--- src/rtl/dmem_loader_if.sv ---
// Byte-stream input and D_Memory write port of the data-memory loader.
// The master side is the loader; the slave side is the stream source plus the memory.
interface dmem_loader_if #(
  parameter int AW = 8
);
  logic          s_valid;
  logic [7:0]    s_data;
  logic          s_ready;
  logic          mem_we;
  logic [AW-1:0] mem_addr;
  logic [7:0]    mem_wdata;

  modport master (
    input  s_valid, s_data,
    output s_ready, mem_we, mem_addr, mem_wdata
  );

  modport slave (
    output s_valid, s_data,
    input  s_ready, mem_we, mem_addr, mem_wdata
  );
endinterface

--- src/rtl/dmem_loader.sv ---
// Data-memory loader: streams matrix and vector bytes into D_Memory, zero-fills the result
// words, releases the CPU and counts its run cycles until it reports done.
module dmem_loader #(
  parameter int M  = 3,
  parameter int N  = 4,
  parameter int AW = 8
) (
  input  logic          CLOCK_50,
  input  logic          reset,
  input  logic          start,
  dmem_loader_if.master bus,
  output logic          cpu_run,
  input  logic          cpu_done,
  output logic          busy,
  output logic          finished,
  output logic [15:0]   run_cycles
);

  localparam int LOAD_BYTES = 4 * (M * N + N);
  localparam int RES_BYTES  = 4 * M;
  localparam logic [AW:0] LAST_LOAD = (AW + 1)'(LOAD_BYTES - 1);
  localparam logic [AW:0] END_PTR   = (AW + 1)'(LOAD_BYTES + RES_BYTES);

  typedef enum logic [2:0] {IDLE, LOAD, CLEAR, RUN, DONE} state_t;

  state_t      state;
  logic [AW:0] ptr;        // one spare bit so END_PTR is representable when 2**AW is tight
  logic        first_run;

  assign bus.s_ready = (state == LOAD);

  always_ff @(posedge CLOCK_50) begin
    if (reset) begin
      state         <= IDLE;
      ptr           <= '0;
      first_run     <= 1'b0;
      bus.mem_we    <= 1'b0;
      bus.mem_addr  <= '0;
      bus.mem_wdata <= '0;
      cpu_run       <= 1'b0;
      busy          <= 1'b0;
      finished      <= 1'b0;
      run_cycles    <= '0;
    end else begin
      bus.mem_we <= 1'b0;
      unique case (state)
        IDLE: begin
          if (start) begin
            state      <= LOAD;
            ptr        <= '0;
            run_cycles <= '0;
            busy       <= 1'b1;
          end
        end
        LOAD: begin
          if (bus.s_valid) begin
            bus.mem_we    <= 1'b1;
            bus.mem_addr  <= ptr[AW-1:0];
            bus.mem_wdata <= bus.s_data;
            ptr           <= ptr + 1'b1;
            if (ptr == LAST_LOAD) state <= CLEAR;
          end
        end
        CLEAR: begin
          // ptr continues from LOAD_BYTES straight into the result region
          if (ptr < END_PTR) begin
            bus.mem_we    <= 1'b1;
            bus.mem_addr  <= ptr[AW-1:0];
            bus.mem_wdata <= '0;
            ptr           <= ptr + 1'b1;
          end else begin
            state     <= RUN;
            cpu_run   <= 1'b1;
            first_run <= 1'b1;
          end
        end
        RUN: begin
          first_run <= 1'b0;
          // done is ignored in the first cycle: the CPU has only just left reset
          if (cpu_done && !first_run) begin
            state    <= DONE;
            busy     <= 1'b0;
            finished <= 1'b1;
          end else if (run_cycles != '1) begin
            run_cycles <= run_cycles + 16'd1;
          end
        end
        DONE: begin
          if (start) begin
            state      <= LOAD;
            ptr        <= '0;
            run_cycles <= '0;
            cpu_run    <= 1'b0;
            finished   <= 1'b0;
            busy       <= 1'b1;
          end
        end
        default: state <= IDLE;
      endcase
    end
  end

endmodule
--- src/flat_wrapper.sv ---
// flat-port wrapper written by rule: the top's interface ports become plain ports
module dmem_loader_flat 
#(
  parameter int M  = 3,
  parameter int N  = 4,
  parameter int AW = 8
)
  (CLOCK_50, reset, start, cpu_run, cpu_done, busy, finished, run_cycles, bus_s_valid, bus_s_data, bus_s_ready, bus_mem_we, bus_mem_addr, bus_mem_wdata);
  dmem_loader_if #(.AW(AW)) bus_i ();
  input  logic CLOCK_50;
  input  logic reset;
  input  logic start;
  output logic cpu_run;
  input  logic cpu_done;
  output logic busy;
  output logic finished;
  output logic [15:0] run_cycles;
  input wire logic [$bits(bus_i.s_valid)-1:0] bus_s_valid;
  input wire logic [$bits(bus_i.s_data)-1:0] bus_s_data;
  output wire logic [$bits(bus_i.s_ready)-1:0] bus_s_ready;
  output wire logic [$bits(bus_i.mem_we)-1:0] bus_mem_we;
  output wire logic [$bits(bus_i.mem_addr)-1:0] bus_mem_addr;
  output wire logic [$bits(bus_i.mem_wdata)-1:0] bus_mem_wdata;
  assign bus_i.s_valid = bus_s_valid;
  assign bus_i.s_data = bus_s_data;
  assign bus_s_ready = bus_i.s_ready;
  assign bus_mem_we = bus_i.mem_we;
  assign bus_mem_addr = bus_i.mem_addr;
  assign bus_mem_wdata = bus_i.mem_wdata;
  dmem_loader #(.M(M), .N(N), .AW(AW)) u_core (.CLOCK_50(CLOCK_50), .reset(reset), .start(start), .bus(bus_i), .cpu_run(cpu_run), .cpu_done(cpu_done), .busy(busy), .finished(finished), .run_cycles(run_cycles));
endmodule
--- config.mk ---
export PLATFORM = sky130hd
export DESIGN_NAME = dmem_loader_flat
export DESIGN_NICKNAME = d
export VERILOG_FILES = /design/src/rtl/dmem_loader_if.sv /design/src/rtl/dmem_loader.sv /design/src/flat_wrapper.sv
export SDC_FILE = /design/constraint.sdc
export NUM_CORES = 1
export LEC_CHECK = 0
export BUFFER_PORTS_ARGS = -buffer_cell sky130_fd_sc_hd__buf_2
export CAP_MARGIN = 10
export CORE_MARGIN = 2
export CORE_UTILIZATION = 50
export CTS_CLUSTER_DIAMETER = 50
export DETAILED_ROUTE_END_ITERATION = 10
export PLACE_DENSITY = 0.83
export SLEW_MARGIN = 0
export SYNTH_ARGS = -nofsm -noshare
export SYNTH_HDL_FRONTEND = slang
export SYNTH_SLANG_ARGS = --single-unit
--- constraint.sdc ---
create_clock -name CLOCK_50 -period 2.6 [get_ports CLOCK_50]
set_clock_uncertainty 0.05 [all_clocks]
set_input_delay 0.65 -clock CLOCK_50 [delete_from_list [all_inputs] [get_ports CLOCK_50]]
set_output_delay 0.65 -clock CLOCK_50 [all_outputs]
set_load 0.01 [all_outputs]
# Word-level counts from Yosys, hierarchy flattened
# Index checks and enable logic that the tools add are counted.
dict set report totals {
  ff_bits 49
  latch_bits 0
  ram_bits 0
  mem_bits_ro 0
  inputBits 13
  output_inout_bits 37
  word_cells 78
  memories 0
}
dict set report classes {
  add_sub_neg 2
  n_mul 0
  div 0
  n_lt_le_gt_ge 1
  n_eq_ne 15
  n_shift 0
  muxes 32
  n_bitwise 0
  reduce_logical 18
}
# cell count
set ops {}
lappend ops {{$mux 16} 3}
lappend ops {{$mux 8} 4}
lappend ops {{$pmux 16 s2} 1}
lappend ops {{$pmux 8 s2} 2}
lappend ops {{$mux 9} 3}
lappend ops {{$pmux 9 s3} 1}
lappend ops {{$add 16x1->16 const B} 1}
lappend ops {{$ne 16x16->1 const B} 1}
lappend ops {{$mux 3} 5}
lappend ops {{$pmux 3 s4} 1}
lappend ops {{$reduce_and 3->1} 4}
lappend ops {{$ne 2x1->1 const B} 5}
lappend ops {{$pmux 1 s2} 5}
lappend ops {{$reduce_bool 2->1} 5}
lappend ops {{$add 9x1->9 const B} 1}
lappend ops {{$eq 9x6->1 const B} 1}
lappend ops {{$lt 9x7->1 const B} 1}
lappend ops {{$ne 2x2->1 const B} 4}
lappend ops {{$reduce_and 4->1} 2}
lappend ops {{$mux 1} 7}
lappend ops {{$eq 3x2->1 const B} 2}
lappend ops {{$reduce_and 5->1} 1}
lappend ops {{$eq 3x1->1 const B} 1}
lappend ops {{$eq 3x3->1 const B} 1}
lappend ops {{other kinds (6)} 6}

# Longest topological paths before layout
# Gate-level depths: netlist of the first run.
dict set report depth {
  depth_word 4
  depth_mapped 7
  mapped_depth_nobuf 6
}

# Worst setup path before layout of the first run
# OpenSTA, ideal clock, no wires.
dict set report synth_path {
  kind {reg2reg}
  startpoint {register u_core.run_cycles[0]}
  endpoint {register u_core.run_cycles[2]}
  t_arrival_ns 1.824
  setup_slack_ns 0.596
  path_stages_with_launch 7
  path_cell_list {dfxtp_1 ha_1 nand3_1 or3_1 o211a_2 a21oi_1 nor3_2}
}
dict set report synth_via {
  elab_chain_cells 4
}
# element line_no
set synth_rtl {}
lappend synth_rtl {{from (decl)} dmem_loader.sv:16} ;# output logic [15:0] run_cycles
lappend synth_rtl {{from (signal assigned)} dmem_loader.sv:85} ;# run_cycles <= run_cycles + 16'd1;
lappend synth_rtl {{$add 16x1->16} dmem_loader.sv:85}
lappend synth_rtl {{$mux 16} dmem_loader.sv:84} ;# end else if (run_cycles != '1) begin
lappend synth_rtl {{$mux 16} dmem_loader.sv:80} ;# if (cpu_done && !first_run) begin
lappend synth_rtl {{$pmux 16 s2} dmem_loader.sv:46} ;# unique case (state)
# Parallel ways exist; a longest one is shown, timed or not. The select of a mux whose other input is x is not followed.
# A chain may end at the register's enable or synchronous reset.

# Worst setup path after layout of the first run
dict set report layout_path {
  startpoint {register u_core.state[0]}
  endpoint {output port bus_s_ready}
}
dict set report layout_via {
  elab_chain_cells 1
}
# element line_no
set layout_rtl {}
lappend layout_rtl {{from (decl)} dmem_loader.sv:26} ;# state_t state;
lappend layout_rtl {{from (signal assigned)} dmem_loader.sv:34} ;# state <= IDLE;
lappend layout_rtl {{from (signal assigned)} dmem_loader.sv:49} ;# state <= LOAD;
lappend layout_rtl {{from (signal assigned)} dmem_loader.sv:61} ;# if (ptr == LAST_LOAD) state <= CLEAR;
lappend layout_rtl {{$eq 3x1->1} dmem_loader.sv:30} ;# assign bus.s_ready = (state == LOAD);
lappend layout_rtl {{to (decl)} flat_wrapper.sv:20} ;# output wire logic [$bits(bus_i.s_ready)-1:0] bus_s_ready;
# No other way between the ends.

==> results.sh, run 1 <==
export IMPL_core_rowCount=24
export IMPL_antenna_found_initial=0
export IMPL_synth_area_sq_um=2350
export IMPL_routedWlPerCell_um=13.8
export IMPL_cts_tree="done"
export IMPL_hold_violations=0
export IMPL_syn2layout_area_growth_pct=15.2
export IMPL_drive_above_1_share_pct=21.1
export IMPL_clock_root_buffer="clkbuf_8"
export IMPL_finalWirelength_mm=5.31
export IMPL_rr_worst_depth=6
export IMPL_ant_nets=0
export IMPL_required_ps=1900
export IMPL_drc=0
export IMPL_endpoint="bus_s_ready"
export IMPL_grt_overflow=0
export IMPL_yosys_most_used_dff="dfxtp_1"
export IMPL_max_cap_violations=0
export IMPL_grt_pass1_vias=2049
export IMPL_antenna_cells=0
export IMPL_synthArstFlopShare_pct=0
export IMPL_arrival_ps=1480
export IMPL_worst_pin_slew_ps=769
export IMPL_drt_iter0_markers=165
export IMPL_fmax_mhz=460
export IMPL_vias_per_cell=5.78
export IMPL_path_class="flip-flop to output port"
export IMPL_clk_path_buf_depth=2
export IMPL_synth_cell_type_count=51
export IMPL_clk_latency_ps=310
export IMPL_core_sq_um=4440
export IMPL_mostFrequentLayoutCells="buf_2 (49), dfxtp_1 (49), nand2_1 (41), a21oi_1 (37)"
export IMPL_cts_buffers=5
export IMPL_synth_edf_count=0
export IMPL_crit_path_start_kind="flip-flop"
export IMPL_slew_headroom_pct=48.3
export IMPL_fin_crit_sh_pct=83.7
export IMPL_die_h_um=72.6
export IMPL_pin_count=50
export IMPL_grt_max_degree=29
export IMPL_nFillCells=394
export IMPL_cts_setup_buffers=0
export IMPL_multi_input_area_sq_um=1280
export IMPL_portBuffers=49
export IMPL_synthCells=289
export IMPL_crit_path_end_kind="output port"
export IMPL_setup_viol=0
export IMPL_r2r_end="u_core.run_cycles[14]"
export IMPL_die_area_sq_um=5270
export IMPL_cts_resized=0
export IMPL_ys_warn_count=0
export IMPL_track_usage_pct=21.1
export IMPL_die_w_um=72.6
export IMPL_p_per_area_nw_per_um2=825
export IMPL_synth_seq_cells=49
export IMPL_cts_htree_levels=2
export IMPL_min_period_ps=2180
export IMPL_dr_pass1_iters=4
export IMPL_initial_core_util_pct=52.9
export IMPL_final_core_util_pct=61.0
export IMPL_synth_nets=304
export IMPL_clock_sinks=49
export IMPL_critPathMaxFanout=12
export IMPL_dp_hpwl_mm=3.65
export IMPL_grt_pass1_wl_mm=8.96
export IMPL_final_seq_area_sq_um=981
export IMPL_status="finished, final reports clean"
export IMPL_r2r_setup_slack_ps=450
export IMPL_power_leakage_nw=1.02
export IMPL_gp_congestion=0.884
export IMPL_clk_pin_slew_ps=90
export IMPL_max_vdd_ir_drop_mv=0.383
export IMPL_vias=2220
export IMPL_synth_yosys_seq_area_share_pct=41.7
export IMPL_syn_area_per_cell_sq_um=8.13
export IMPL_hold_class="flip-flop to flip-flop"
export IMPL_rsz0062_at_grt="false"
export IMPL_holdBufCountCts=0
export IMPL_timing_setup_tns_ps=0
export IMPL_fin_nets=346
export IMPL_whs_ps=402
export IMPL_drv_slew=0
export IMPL_r2r_start="u_core.run_cycles[0]"
export IMPL_worstSetupStartpoint="u_core.state[0]"
state kept, by name, indices dropped and copies added (netlist names):
register	flops
u_core.cpu_run	1
u_core.bus.mem_we	1
u_core.state	3
u_core.first_run	1
u_core.bus.mem_addr	8
u_core.bus.mem_wdata	8
u_core.finished	1
u_core.run_cycles	16
u_core.busy	1
u_core.ptr	9
metal layers:
metal  up-vias  part of all wire [%]  global-route usage, %
li1       1127                     -                      -
met1      1030                    46                   26.7
met2        59                    49                   34.8
met3         4                   4.9                   4.14
met4         0                  0.66                   9.67
met5         -                     0                      0
cell families after synthesis:
logic type / Yosys count / synth area share, %
buf+inv: 19 / 3.99
mux: 1 / 0.426
compound gates: 87 / 24.7
flops: 49 / 41.7
xor+xnor: 1 / 0.373
fa+ha+maj: 2 / 1.06
simple gates: 130 / 27.7
through the flow:
stage / setup WS, ps / cell area [sq um] / std cells / power [mW]
2_1_floorplan: 596 / 2350 / 289 / 1.51
3_3_place_gp: 328 / 2590 / 376 / 1.68
3_5_place_dp: 289 / 2590 / 376 / 1.69
4_1_cts: 432 / 2710 / 384 / 2.25
5_1_grt: 257 / 2710 / 384 / 2.38
6_report: 424 / 2710 / 384 / 2.23
critical path: stages, from the launching register on:
cell and delay [ps]:
dfxtp_1 570, nor3b_2 400, buf_2 200
power breakdown:
group	switching (mW)	total [mW]	internal (mW)	leakage [nW]
logic	0.491	0.764	0.273	0.574
clock network	0.268	0.556	0.288	0.0543
registers	0.0901	0.916	0.825	0.397
total	0.849	2.23	1.39	1.02
area by class of cell:
cell class	instances	share of cell area, %
multi-input combinational	221	47.1
sequential	49	36.2
timing repair buffer	51	9.61
clock buffer	5	2.54
tap	52	2.40
clock inverter	3	1.71
inverter	3	0.416
worst min path at each step:
stage                       startpoint                      end  slack [ps]  cells after the start
2_1_floorplan         u_core.first_run         u_core.first_run         390                      2
3_3_place_gp   u_core.bus.mem_wdata[2]  u_core.bus.mem_wdata[2]         380                      2
3_5_place_dp    u_core.bus.mem_addr[6]   u_core.bus.mem_addr[6]         390                      2
4_1_cts        u_core.bus.mem_wdata[0]  u_core.bus.mem_wdata[0]         400                      2
5_1_grt         u_core.bus.mem_addr[0]   u_core.bus.mem_addr[0]         430                      2
6_report       u_core.bus.mem_wdata[0]  u_core.bus.mem_wdata[0]         400                      2
cells in the mapped netlist (2+ instances only):
master | n | area share, %
a2111oi_0 | 2 | 0.75
a211oi_1 | 2 | 0.64
a21oi_1 | 37 | 7.9
a22oi_1 | 2 | 0.64
a311oi_1 | 3 | 1.1
a31oi_1 | 4 | 1.1
a41oi_1 | 3 | 1.1
and3_1 | 4 | 1.1
buf_2 | 5 | 1.1
buf_4 | 2 | 0.64
clkbuf_1 | 7 | 1.1
dfxtp_1 | 49 | 42
ha_1 | 2 | 1.1
inv_1 | 3 | 0.48
nand2_1 | 41 | 6.5
nand2b_1 | 6 | 1.6
nand3_1 | 24 | 5.1
nand3b_1 | 5 | 1.6
nor2_1 | 24 | 3.8
nor2b_1 | 6 | 1.6
nor3_1 | 5 | 1.1
o21a_1 | 3 | 0.96
o21ai_0 | 13 | 2.8
o31ai_1 | 3 | 0.96
o32ai_1 | 2 | 0.75
or2_2 | 2 | 0.53
or3_1 | 5 | 1.3
or4_1 | 2 | 0.64
No activity file was read; power rests on OpenSTA's default activity.
==> run 2: changes to the inputs <==
ABC_AREA = 1   (was default)
PLACE_DENSITY = 0.85   (was 0.83)
clock period = 2 ns   (was 2.6 ns; I/O delays follow)
==> run 2 against run 1 <==
Combinational power grew 56%. Register-to-register slack lost 220 ps. Cell area grew 9.8%. First-iteration DRC count grew 15%. Worst setup slack lost 220 ps. Via count grew 19%. Critical path type unchanged. Largest cell class unchanged. Highest routed layer unchanged.
==> results.sh, run 2 <==
export IMPL_status="finished, final reports clean"
export IMPL_multi_input_area_sq_um=1360
export IMPL_finalWirelength_mm=6.16
export IMPL_fmax_mhz=557
export IMPL_syn2layout_area_growth_pct=15.2
export IMPL_dr_pass1_iters=4
export IMPL_synth_area_sq_um=2580
export IMPL_layout_commonest_cell="nand2_1"
export IMPL_grt_pass1_vias=2461
export IMPL_top_regs="u_core.run_cycles (16), u_core.ptr (9)"
export IMPL_holdBufCountCts=0
export IMPL_critPathTopFamily="buffers and inverters"
export IMPL_synth_top_area_share_pct=38.0
export IMPL_cp_common_cell="inv_1"
export IMPL_place_area_sq_um=2880
export IMPL_drc=0
export IMPL_portBuffers=49
export IMPL_die_area_sq_um=5760
export IMPL_synth_yosys_seq_area_share_pct=38.0
export IMPL_clock_sinks=49
export IMPL_hold_violations=0
export IMPL_mostFrequentLayoutCells="nand2_1 (102), nor2_1 (63), buf_2 (49), dfxtp_1 (49), inv_1 (37)"
export IMPL_crit_buf_inv=3
export IMPL_fin_cells=508
export IMPL_core_rowCount=26
export IMPL_slew_headroom_pct=64.9
export IMPL_routedWlPerCell_um=12.1
export IMPL_clk_pin_slew_ps=90
export IMPL_synth_edf_count=0
export IMPL_drt_iter0_markers=189
export IMPL_cts_buffers=5
export IMPL_cts_tree="done"
export IMPL_hold_class="input port to flip-flop"
export IMPL_syn_area_per_cell_sq_um=6.66
export IMPL_min_period_ps=1800
export IMPL_cts_htree_levels=2
export IMPL_setup_viol=0
export IMPL_largest_reg_flops=16
export IMPL_cts_setup_buffers=0
export IMPL_max_cap_violations=0
export IMPL_clk_latency_ps=300
export IMPL_path_class="flip-flop to output port"
export IMPL_crit_path_start_kind="flip-flop"
export IMPL_cts_resized=0
export IMPL_final_area_sq_um=2980
export IMPL_initial_core_util_pct=51.2
export IMPL_arrival_ps=1250
export IMPL_synthArstFlopShare_pct=0
export IMPL_grt_overflow=0
export IMPL_vias=2631
export IMPL_cpMaxStageDelayCell="dfxtp_1"
export IMPL_die_h_um=75.9
export IMPL_top_register="u_core.run_cycles"
export IMPL_clock_root_buffer="clkbuf_8"
export IMPL_yosys_most_used_dff="dfxtp_1"
export IMPL_antenna_found_initial=0
export IMPL_synth_cell_type_count=32
export IMPL_ys_warn_count=0
export IMPL_fin_nets=452
export IMPL_critical_path_cell_chain="inv_1 > nand3_1 > inv_1 > buf_2"
export IMPL_gp_congestion=0.858
export IMPL_rsz0062_at_grt="false"
export IMPL_synth_seq_cells=49
export IMPL_worst_pin_slew_ps=526
export IMPL_timing_setup_tns_ps=0
export IMPL_p_per_area_nw_per_um2=1020
export IMPL_antenna_cells=0
export IMPL_critPathMaxStageDelay_ps=320
export IMPL_required_ps=1450
export IMPL_critPathMaxFanout=5
export IMPL_drv_slew=0
export IMPL_vias_per_cell=5.18
export IMPL_fin_crit_sh_pct=89.8
export IMPL_setup_ws_ps=203
export IMPL_grt_pass1_wl_mm=10.4
export IMPL_synth_common_cells="nand2_1 (102), nor2_1 (63), dfxtp_1 (49), inv_1 (37), nand3_1 (30)"
export IMPL_crit_path_end_kind="output port"
export IMPL_dp_hpwl_mm=4.42
export IMPL_post_place_cells=500
export IMPL_drive_above_1_share_pct=20.3
export IMPL_core_sq_um=5040
export IMPL_synth_largest_area_cell="dfxtp_1"
export IMPL_ant_nets=0
export IMPL_die_w_um=75.9
export IMPL_synthCells=388
export IMPL_grt_max_degree=33
export IMPL_power_leakage_nw=1.32
export IMPL_synth_nets=403
export IMPL_ys_top_cells_by_area="dfxtp_1 (38%), nand2_1 (15%), nor2_1 (9.2%)"
export IMPL_nFillCells=496
export IMPL_clk_path_buf_depth=2
export IMPL_final_seq_area_sq_um=981
export IMPL_max_vdd_ir_drop_mv=0.510
export IMPL_yosys_cell_count_top_type="nand2_1"
export IMPL_place_ws_ps=259
export IMPL_pin_count=50
export IMPL_track_usage_pct=23.0
[run 2: cell types whose count changed in the layout (fill, tap and decap cells not counted), sizes merged, moves of 5 or more]
cell    before  now
inv          3   42
nand2       41  108
nand2b       6    0
nand3       24   35
nor2        24   67
nor2b        6    0
or3          5    0
[run 2: kinds of logic (layout without fill, tap and decap cells)]
kind of cell	Yosys count	in the layout	share of synthesized area (%)
AO/OA/AOI/OAI	57	57	12.3
XOR/XNOR	4	4	1.36
adder cells (fa/ha/maj)	2	2	0.968
buffers and inverters	55	105	9.30
flip-flops	49	49	38.0
AND/OR/NAND/NOR	221	221	38.2
[run 2: power by group]
part	switching (mW)	internal (mW)
Sequential	0.0945	1.13
Clock	0.327	0.281
Combinational	0.806	0.388
[run 2: worst paths after layout]
check / startpoint / to / slack [ps] / cells after the start
hold reg to reg: u_core.bus.mem_wdata[6] / u_core.bus.mem_wdata[6] / 420 / 2
setup reg to reg: u_core.run_cycles[0] / u_core.run_cycles[10] / 230 / 10
setup / recovery: u_core.state[2] / bus_s_ready / 200 / 4
hold / removal: bus_s_data[6] / u_core.bus.mem_wdata[6] / 410 / 3
[run 2: worst min-delay path: cells and delay by family]
kind / cells / cell delay [ps]
and+or+nand+nor: 1 / 70
buffers and inverters: 1 / 100
AOI/OAI and AO/OA: 1 / 50
[run 2: metrics by stage]
step | hold WS (ps) | power, mW | util [%]
after global routing | 404 | 3.26 | 59.0
after detailed placement | 407 | 2.44 | 57.1
after global placement | 399 | 2.40 | 57.1
after CTS | 392 | 3.05 | 59.0
final | 407 | 3.03 | 59.0
after floorplan | 396 | 2.13 | -
[run 2: layer usage]
| metal | vias up | track usage, % | routed length (um) |
|---|---|---|---|
| met2 | 70 | 41.3 | 3190 |
| met4 | 0 | 9.36 | 81 |
| met3 | 8 | 4.76 | 330 |
| met5 | - | 0 | 0 |
| met1 | 1222 | 26.3 | 2560 |
| li1 | 1331 | - | - |
[run 2: layout make-up]
| type | instances | share of cell area (%) |
|---|---|---|
| multi-input combinational | 284 | 45.8 |
| sequential | 49 | 33.0 |
| timing repair buffer | 54 | 9.50 |
| inverter | 43 | 5.55 |
| tap | 70 | 2.94 |
| clock buffer | 6 | 2.78 |
| clock inverter | 2 | 0.463 |
